--- src/rtl/sub_pkg.sv ---
// Shared types and widths for the two-stage pipelined subtractor (sub_2p).
// WIDTH_C : operand/result width
// LO_W_C  : low slice width resolved in stage 1
// HI_W_C  : high slice width resolved in stage 2
// s1_t    : stage-1 payload (low-slice result plus untouched high operands)
// s2_t    : stage-2 payload (final difference and borrow)
package sub_pkg;

  localparam int unsigned WIDTH_C = 15;
  localparam int unsigned LO_W_C  = 8;
  localparam int unsigned HI_W_C  = WIDTH_C - LO_W_C;

  typedef struct packed {
    logic [LO_W_C-1:0] lo_diff;
    logic              lo_borrow;
    logic [HI_W_C-1:0] x_hi;
    logic [HI_W_C-1:0] y_hi;
  } s1_t;

  typedef struct packed {
    logic [WIDTH_C-1:0] diff;
    logic               borrow;
  } s2_t;

endpackage

--- src/rtl/sub_2p_pipe_stage.sv ---
// pipe_stage: one valid/ready register slice of width DW.
// Ports:
//   clk, rst    : clock, asynchronous active-high reset
//   up_valid    : upstream has data this cycle
//   up_ready_c  : slice loads on this edge (combinational)
//   up_data     : upstream payload
//   dn_valid    : registered valid toward downstream
//   dn_ready    : downstream accepts this cycle
//   dn_data     : registered payload toward downstream
module pipe_stage #(
  parameter int unsigned DW = 8
) (
  input  logic          clk,
  input  logic          rst,
  input  logic          up_valid,
  output logic          up_ready_c,
  input  logic [DW-1:0] up_data,
  output logic          dn_valid,
  input  logic          dn_ready,
  output logic [DW-1:0] dn_data
);

  // Load when empty or when the held item leaves this edge.
  assign up_ready_c = !dn_valid || dn_ready;

  // Valid follows upstream on a load; data only captured when meaningful.
  always_ff @(posedge clk or posedge rst) begin
    if (rst) begin
      dn_valid <= 1'b0;
      dn_data  <= '0;
    end else if (up_ready_c) begin
      dn_valid <= up_valid;
      if (up_valid) begin
        dn_data <= up_data;
      end
    end
  end

endmodule

--- src/rtl/sub_2p.sv ---
// sub_2p: two-stage pipelined unsigned subtractor, diff = X - Y, with
// valid/ready handshakes on both sides. Stage 1 resolves the low LO_W bits,
// stage 2 resolves the high bits using the low borrow.
// Optional build macro SUB_SATURATE_EN: clamp diff to 0 on underflow
// (borrow still reports 1).
// Ports:
//   clk, rst             : clock, asynchronous active-high reset
//   X, Y                 : minuend, subtrahend
//   in_valid / in_ready  : input handshake (in_ready depends on out_ready)
//   diff, borrow         : registered result, borrow = (X < Y)
//   out_valid / out_ready: output handshake
module sub_2p
  import sub_pkg::*;
#(
  parameter int unsigned WIDTH = WIDTH_C,
  parameter int unsigned LO_W  = LO_W_C
) (
  input  logic             clk,
  input  logic             rst,
  input  logic [WIDTH-1:0] X,
  input  logic [WIDTH-1:0] Y,
  input  logic             in_valid,
  output logic             in_ready,
  output logic [WIDTH-1:0] diff,
  output logic             borrow,
  output logic             out_valid,
  input  logic             out_ready
);

  localparam int unsigned HI_W = WIDTH - LO_W;

  s1_t         s1_d;
  s1_t         s1_q;
  s2_t         s2_d;
  s2_t         s2_q;
  logic        s1_valid;
  logic        s1_ready_c;
  logic        s2_ready_c;
  logic [LO_W:0] lo_full;
  logic [HI_W:0] hi_full;

  // Stage 1 input: low-slice subtract, high operands passed through.
  always_comb begin
    lo_full        = {1'b0, X[LO_W-1:0]} - {1'b0, Y[LO_W-1:0]};
    s1_d           = '0;
    s1_d.lo_diff   = lo_full[LO_W-1:0];
    s1_d.lo_borrow = lo_full[LO_W];
    s1_d.x_hi      = X[WIDTH-1:LO_W];
    s1_d.y_hi      = Y[WIDTH-1:LO_W];
  end

  pipe_stage #(.DW($bits(s1_t))) u_s1 (
    .clk        (clk),
    .rst        (rst),
    .up_valid   (in_valid),
    .up_ready_c (s1_ready_c),
    .up_data    (s1_d),
    .dn_valid   (s1_valid),
    .dn_ready   (s2_ready_c),
    .dn_data    (s1_q)
  );

  // Stage 2 input: high-slice subtract consuming the low borrow.
  always_comb begin
    hi_full     = {1'b0, s1_q.x_hi} - {1'b0, s1_q.y_hi} - (HI_W+1)'(s1_q.lo_borrow);
    s2_d        = '0;
    s2_d.borrow = hi_full[HI_W];
    s2_d.diff   = {hi_full[HI_W-1:0], s1_q.lo_diff};
`ifdef SUB_SATURATE_EN
    if (hi_full[HI_W]) begin
      s2_d.diff = '0;
    end
`endif
  end

  pipe_stage #(.DW($bits(s2_t))) u_s2 (
    .clk        (clk),
    .rst        (rst),
    .up_valid   (s1_valid),
    .up_ready_c (s2_ready_c),
    .up_data    (s2_d),
    .dn_valid   (out_valid),
    .dn_ready   (out_ready),
    .dn_data    (s2_q)
  );

  // Never advertise acceptance while reset is held.
  assign in_ready = s1_ready_c && !rst;
  assign diff     = s2_q.diff;
  assign borrow   = s2_q.borrow;

endmodule

--- config.mk ---
export PLATFORM = sky130hd
export DESIGN_NAME = sub_2p
export DESIGN_NICKNAME = d
export VERILOG_FILES = /design/src/rtl/sub_pkg.sv /design/src/rtl/sub_2p_pipe_stage.sv /design/src/rtl/sub_2p.sv
export SDC_FILE = /design/constraint.sdc
export NUM_CORES = 1
export LEC_CHECK = 0
export ABC_AREA = 1
export CAP_MARGIN = 40
export CORE_UTILIZATION = 28
export CTS_CLUSTER_SIZE = 10
export DETAILED_ROUTE_END_ITERATION = 7
export SLEW_MARGIN = 20
export SYNTH_ARGS = -nofsm -noshare
export SYNTH_HDL_FRONTEND = slang
export SYNTH_SLANG_ARGS = --single-unit
--- constraint.sdc ---
create_clock -name clk -period 4.9 [get_ports clk]
set_input_delay 0.735 -clock clk [delete_from_list [all_inputs] [get_ports clk]]
set_output_delay 0.735 -clock clk [all_outputs]
set_load 0.05 [all_outputs]
==> results of run 1 <==
cells by family (layout without fill, tap and decap cells):
logic type / count (synthesis) / after routing
AO/OA/AOI/OAI: 28 / 28
XOR/XNOR: 4 / 4
adder cells (fa/ha/maj): 23 / 23
buffers and inverters: 60 / 113
flip-flops: 41 / 41
AND/OR/NAND/NOR: 147 / 147
layer usage:
layer	global-route usage	vias up	part of all wire
li1	-	1033	-
met1	0.1462	843	0.48
met2	0.1887	38	0.45
met3	0.02791	7	0.049
met4	0.04798	0	0.018
met5	0	-	0
power groups by stage:
| stage | logic [uW] | clock network (uW) | registers (uW) |
|---|---|---|---|
| 3_5_place_dp | 700 | 0 | 485 |
| 5_1_grt | 769 | 350 | 487 |
| 6_report | 692 | 325 | 476 |
| 2_1_floorplan | 302 | 0 | 676 |
| 3_3_place_gp | 693 | 0 | 480 |
| 4_1_cts | 702 | 333 | 479 |
synthesized netlist by cell type:
| library cell | count | area [sq um] |
|---|---|---|
| fa_1 | 3 | 60.06 |
| nand3b_1 | 3 | 22.52 |
| buf_4 | 2 | 15.01 |
| a21oi_1 | 6 | 30.03 |
| or2_1 | 1 | 6.260 |
| o21ai_2 | 8 | 70.07 |
| o22ai_2 | 1 | 12.51 |
| inv_1 | 51 | 191.4 |
| ha_1 | 20 | 250.2 |
| nand2_1 | 111 | 416.7 |
| nand4_1 | 2 | 12.51 |
| dfrtp_1 | 41 | 1026 |
| a31oi_1 | 1 | 6.260 |
| buf_2 | 1 | 5.000 |
| or2_2 | 3 | 18.77 |
| inv_2 | 2 | 7.510 |
| xnor2_1 | 3 | 26.28 |
| o21ai_1 | 3 | 15.01 |
| o21a_1 | 1 | 7.510 |
| nand2_4 | 1 | 11.26 |
| o21ai_0 | 8 | 40.04 |
| xor2_1 | 1 | 8.760 |
| nand3_1 | 16 | 80.08 |
| nand3_2 | 1 | 10.01 |
| nor2_1 | 9 | 33.78 |
| buf_6 | 4 | 45.04 |
worst max-delay path, cell delays in order:
cell	delay, ns
clkdlybuf4s50_1	0.46
inv_1	0.05
nand3_2	0.09
nand2_1	0.06
inv_1	0.05
clkdlybuf4s50_1	0.78
final timing paths:
path | slack (ns) | end
setup / recovery | 1.94 | in_ready
min in group asynchronous | 0.90 | u_s1.dn_valid$_DFFE_PP0N_
hold reg to reg | 0.48 | u_s2.dn_data[6]$_DFFE_PP0P_
hold / removal | 0.48 | u_s2.dn_data[6]$_DFFE_PP0P_
setup reg to reg | 3.02 | u_s2.dn_data[14]$_DFFE_PP0P_
max in group asynchronous | 3.65 | u_s2.dn_data[0]$_DFFE_PP0P_
stage by stage:
stage               cells  utilization  power [uW]  setup WS, ns
CTS                   461       0.3796        1515         1.927
global placement      453       0.3630        1173         1.944
global route          461       0.3796        1606         1.870
finish                461       0.3796        1494         1.939
detailed placement    453       0.3630        1185         1.932
floorplan             303            -       977.9         2.100
area by class of cell:
cell class,instances,share of cell area
tap,105,0.04170
sequential,41,0.3257
multi-input combinational,202,0.3614
inverter,53,0.06315
timing repair buffer,52,0.1644
clock buffer,5,0.02184
clock inverter,3,0.02184
registers in the layout, summed over array words and instances, names as in the netlist:
| register | cells |
|---|---|
| u_s1.dn_data | 23 |
| u_s1.dn_valid | 1 |
| u_s2.dn_data | 16 |
| u_s2.dn_valid | 1 |
==> flow_metrics.py, run 1 <==
metrics = {
    "status": {
        "status": "finished, final reports clean",
    },
    "placement": {
        "routabilityCongestion": 0.8029,
        "place_area_sq_um": 3013,
        "dp_hpwl_mm": 3.699,
        "place.port_buffers": 51,
    },
    "synth": {
        "avgSynthCellArea_sq_um": 8.015,
        "synth_top_family_by_area": "simple AND/OR/NAND/NOR gates",
        "synth_xor_xnor_area_share": 0.01443,
        "synthAdderAreaFrac": 0.1278,
        "synthCells": 303,
        "synth-simple-area-share": 0.2519,
        "synth.ff_latch_count": 41,
        "yosysUniqueCellTypes": 26,
        "synth-compound-area-share": 0.07470,
        "yosysSeqAreaShare": 0.4225,
        "ys.warnings.count": 0,
        "synth_nets": 360,
        "muxShareOfSynthArea": 0,
        "synth_area_sq_um": 2429,
    },
    "floorplan": {
        "dieArea_sq_um": 9050,
        "ios": 52,
        "coreArea_sq_um": 8299,
        "initial_core_util": 0.2926,
        "die_w_um": 95.13,
        "die_h_um": 95.13,
        "rows": 33,
    },
    "route": {
        "routed_via_density": 4.167,
        "drt_iter0_drc": 79,
        "via_count": 1921,
        "drt_wl_total_mm": 4.712,
        "first_pass_iters": 4,
        "ant_nets": 0,
        "wire_per_inst_um": 10.22,
        "route.detailed.drc": 0,
    },
    "cts": {
        "clock_sinks": 41,
        "clockBufferDepth": 2,
        "cts_buffers": 5,
        "cts_tree": "yes",
        "post-cts-setup-buffers": 0,
        "root_buffer": "clkbuf_8",
        "path_clk_slew_ns": 0.08,
        "htreeDepth": 2,
        "post_cts_resized": 0,
        "clock_latency_ns": 0.30,
        "holdBufCountCts": 0,
    },
    "sta": {
        "max_freq_mhz": 337.7,
        "tightest_slew_ns": 0.6947,
        "slew_viol_final": 0,
        "timing.hold.ws_ns": 0.4795,
        "min_period_ns": 2.961,
        "finalSetupViolCount": 0,
        "setup_tns_ns": 0,
        "worst_clock_skew_ns": 0.002866,
        "fin_crit_sh": 0.6043,
        "rsz0062_at_grt": "no",
        "hold_viol": 0,
        "slew_headroom": 0.5357,
    },
    "power": {
        "powerDensity_nw_per_um2": 474.3,
        "p_sw_uw": 606.5,
        "combPwrFrac": 0.463,
        "power_frac_clock": 0.218,
        "power.leakage_uw": 0.001637,
        "switching_share": 0.4059,
        "vdd_drop_max_mv": 0.1124,
        "internal-power_uw": 887.7,
        "seq_power_share": 0.319,
    },
    "grt": {
        "gr-total-overflow": 0,
        "grt_max_degree": 42,
        "grt_pass1_wl_mm": 8.245,
        "grt_pass1_vias": 1895,
        "grt_usage": 0.1159,
        "antenna_found_initial": 0,
    },
    "hold_path": {
        "hold_path_class": "flip-flop to flip-flop",
        "min_from": "u_s2.dn_data[6]$_DFFE_PP0P_",
        "hold_depth": 2,
    },
    "worst_setup_path": {
        "cp-startpoint": "out_ready",
        "worstPathRequired_ns": 4.16,
        "ff2ff_path_depth": 9,
        "path_class": "input port to primary output",
        "regToRegStartpoint": "u_s1.dn_data[0]$_DFFE_PP0P_",
        "start_kind": "input port",
        "cp-end-kind": "primary output",
        "crit_path_max_fanout": 3,
        "crit_arrival_ns": 2.23,
    },
    "final_layout": {
        "drive_above_1_share": 0.07022,
        "multi_input_area_sq_um": 1139,
        "area_growth_pct": 29.73,
        "layout_common_cells": "111 x nand2_1, 51 x inv_1, 51 x clkdlybuf4s50_1",
        "regArea_sq_um": 1026,
        "n_fill_cell": 856,
        "final_common_cell": "nand2_1",
        "stdcell_area_sq_um": 3151,
        "nets": 412,
        "n_antenna_cell": 0,
    },
    "flow_run": {
        "maxCapViolations": 0,
    },
}
Note: power is estimated with default switching activity, not from simulation.
==> run 2: changes to the inputs <==
==> constraint.sdc (replaced) <==
create_clock -name clk -period 2.85 [get_ports clk]
set_input_delay 0.4275 -clock clk [delete_from_list [all_inputs] [get_ports clk]]
set_output_delay 0.4275 -clock clk [all_outputs]
set_load 0.05 [all_outputs]
==> run 2 against run 1 <==
  * Cell area decreased by 1.2%
  * Clock skew is essentially flat
  * Sequential power up 72%
  * Routed wire length down 2.0%
  * Worst hold slack got worse by 0.00089 ns
  * Clock power is 13% higher
  * Final cell count is 0.22% higher
  * Critical path depth grew 3
  * Core utilization decreased by 0.45 points
  * Largest cell class unchanged
  * Largest power group unchanged
==> flow_metrics.py, run 2 (synthesized netlist as in run 1, its figures left out) <==
metrics = {
    "final_layout": {
        "top_regs": "u_s1.dn_data (23), u_s2.dn_data (16)",
        "regMostFlops": "u_s1.dn_data",
        "final_common_cell": "nand2_1",
        "drive_above_1_share": 0.07283,
        "nets": 413,
        "n_antenna_cell": 0,
        "area_growth_pct": 28.18,
        "n_fill_cell": 878,
        "final_util": 0.3751,
        "layout_common_cells": "111 x nand2_1, 51 x inv_1, 50 x clkdlybuf4s50_1",
        "largest_reg_flops": 23,
    },
    "grt": {
        "gr-total-overflow": 0,
        "grt_usage": 0.1101,
        "grt_pass1_vias": 1806,
        "antenna_found_initial": 0,
        "grt_pass1_wl_mm": 7.914,
        "grt_max_degree": 42,
    },
    "worst_setup_path": {
        "crit_buf_inv": 2,
        "path_class": "flip-flop to flip-flop",
        "crit_arrival_ns": 2.10,
        "crit_family": "adder cells",
        "cp-end-kind": "flip-flop",
        "path_cells": "inv_1 > fa_1 > inv_1 > ha_1 > or2_2 > nand2_1 > nand4_1 > nand3_1 > nand2_1",
        "start_kind": "flip-flop",
        "max_stage_delay_ns": 0.58,
        "cp_slowest_cell": "fa_1",
        "crit_path_max_fanout": 2,
        "worstPathRequired_ns": 3.03,
    },
    "floorplan": {
        "initial_core_util": 0.2926,
        "dieArea_sq_um": 9050,
        "coreArea_sq_um": 8299,
        "die_h_um": 95.13,
        "die_w_um": 95.13,
        "rows": 33,
        "ios": 52,
    },
    "route": {
        "route.detailed.drc": 0,
        "wire_per_inst_um": 9.991,
        "via_count": 1889,
        "drt_iter0_drc": 47,
        "routed_via_density": 4.089,
        "drt_wl_total_mm": 4.616,
        "ant_nets": 0,
        "first_pass_iters": 4,
    },
    "cts": {
        "cts_buffers": 5,
        "post_cts_resized": 0,
        "path_clk_slew_ns": 0.08,
        "clockBufferDepth": 2,
        "htreeDepth": 2,
        "root_buffer": "clkbuf_8",
        "clock_sinks": 41,
        "clock_latency_ns": 0.29,
        "cts_tree": "yes",
        "post-cts-setup-buffers": 0,
        "holdBufCountCts": 0,
    },
    "flow_run": {
        "maxCapViolations": 0,
    },
    "placement": {
        "place.port_buffers": 51,
        "dp_hpwl_mm": 3.652,
        "routabilityCongestion": 0.7461,
    },
    "sta": {
        "min_period_ns": 1.917,
        "worst_clock_skew_ns": 0.002678,
        "hold_viol": 0,
        "fin_crit_sh": 0.6726,
        "setup_tns_ns": 0,
        "finalSetupViolCount": 0,
        "slew_headroom": 0.6264,
        "rsz0062_at_grt": "no",
        "slew_viol_final": 0,
        "max_freq_mhz": 521.7,
        "tightest_slew_ns": 0.5596,
    },
    "power": {
        "power.leakage_uw": 0.001623,
        "powerDensity_nw_per_um2": 765.4,
        "vdd_drop_max_mv": 0.2159,
    },
    "status": {
        "status": "finished, final reports clean",
    },
    "hold_path": {
        "hold_path_class": "flip-flop to flip-flop",
    },
}
==> run 2: changes by cell type in the layout (fill, tap and decap cells not counted) <==
cell | previous run | this run
bufinv_16 | 2 | 0
clkbuf_1 | 0 | 1
clkdlybuf4s50_1 | 51 | 50
buf_4 | 1 | 2
buf_12 | 0 | 1
clkinv_2 | 0 | 2
inv_6 | 1 | 0
==> run 2: power by group <==
part / total, uW / switching [uW] / internal (uW)
Sequential: 820 / 84.4 / 736
Combinational: 1200 / 752 / 444
Clock: 366 / 197 / 170
==> run 2: path summary, 6_finish.rpt <==
check                                                   from                           end  slack, ns  depth (start not counted)
worst max-delay path             u_s1.dn_data[0]$_DFFE_PP0P_  u_s2.dn_data[14]$_DFFE_PP0P_       0.93                          9
worst min-delay path            u_s1.dn_data[20]$_DFFE_PP0P_   u_s2.dn_data[6]$_DFFE_PP0P_       0.48                          2
worst max register to register   u_s1.dn_data[0]$_DFFE_PP0P_  u_s2.dn_data[14]$_DFFE_PP0P_       0.93                          9
worst min register to register  u_s1.dn_data[20]$_DFFE_PP0P_   u_s2.dn_data[6]$_DFFE_PP0P_       0.48                          2
max in group asynchronous                                rst  u_s1.dn_data[14]$_DFFE_PP0P_       1.90                          3
min in group asynchronous                                rst   u_s2.dn_data[5]$_DFFE_PP0P_       0.61                          3
==> run 2: final cells by class <==
type	instances	area, sq um	area share
Timing Repair Buffer	53	535.5	0.1720
Sequential cell	41	1026	0.3296
Clock inverter	2	10.01	0.003215
Clock buffer	6	72.57	0.02331
Multi-Input combinational cell	202	1139	0.3658
Inverter	53	198.9	0.06391
Tap cell	105	131.4	0.04220
==> run 2: worst reg2reg max path, delay by kind of cell, from the launching register on <==
kind	cells	cell delay (ns)
adder cells (fa/ha/maj)	2	0.75
buffers and inverters	2	0.13
AND/OR/NAND/NOR	5	0.60
flip-flops	1	0.34
==> run 2: routing by layer <==
| layer | part of all wire | track usage | wire length (um) | vias up |
|---|---|---|---|---|
| met3 | 0.034 | 0.01994 | 159 | 7 |
| li1 | - | - | - | 1033 |
| met4 | 0.017 | 0.03788 | 77 | 0 |
| met5 | 0 | 0 | 0 | - |
| met2 | 0.43 | 0.1750 | 2000 | 38 |
| met1 | 0.52 | 0.1497 | 2378 | 811 |
==> run 2: metrics by stage <==
stage	total power [uW]	worst slack, ns	instance area [sq um]	hold WS, ns	instances
after detailed placement	2042	0.6179	3030	0.4596	454
after global routing	2564	0.8152	3113	0.5057	462
after floorplan	1681	0.6646	2429	0.4422	303
after CTS	2413	0.9224	3113	0.4807	462
final	2383	0.9332	3113	0.4786	462
after global placement	2023	0.6334	3030	0.4585	454
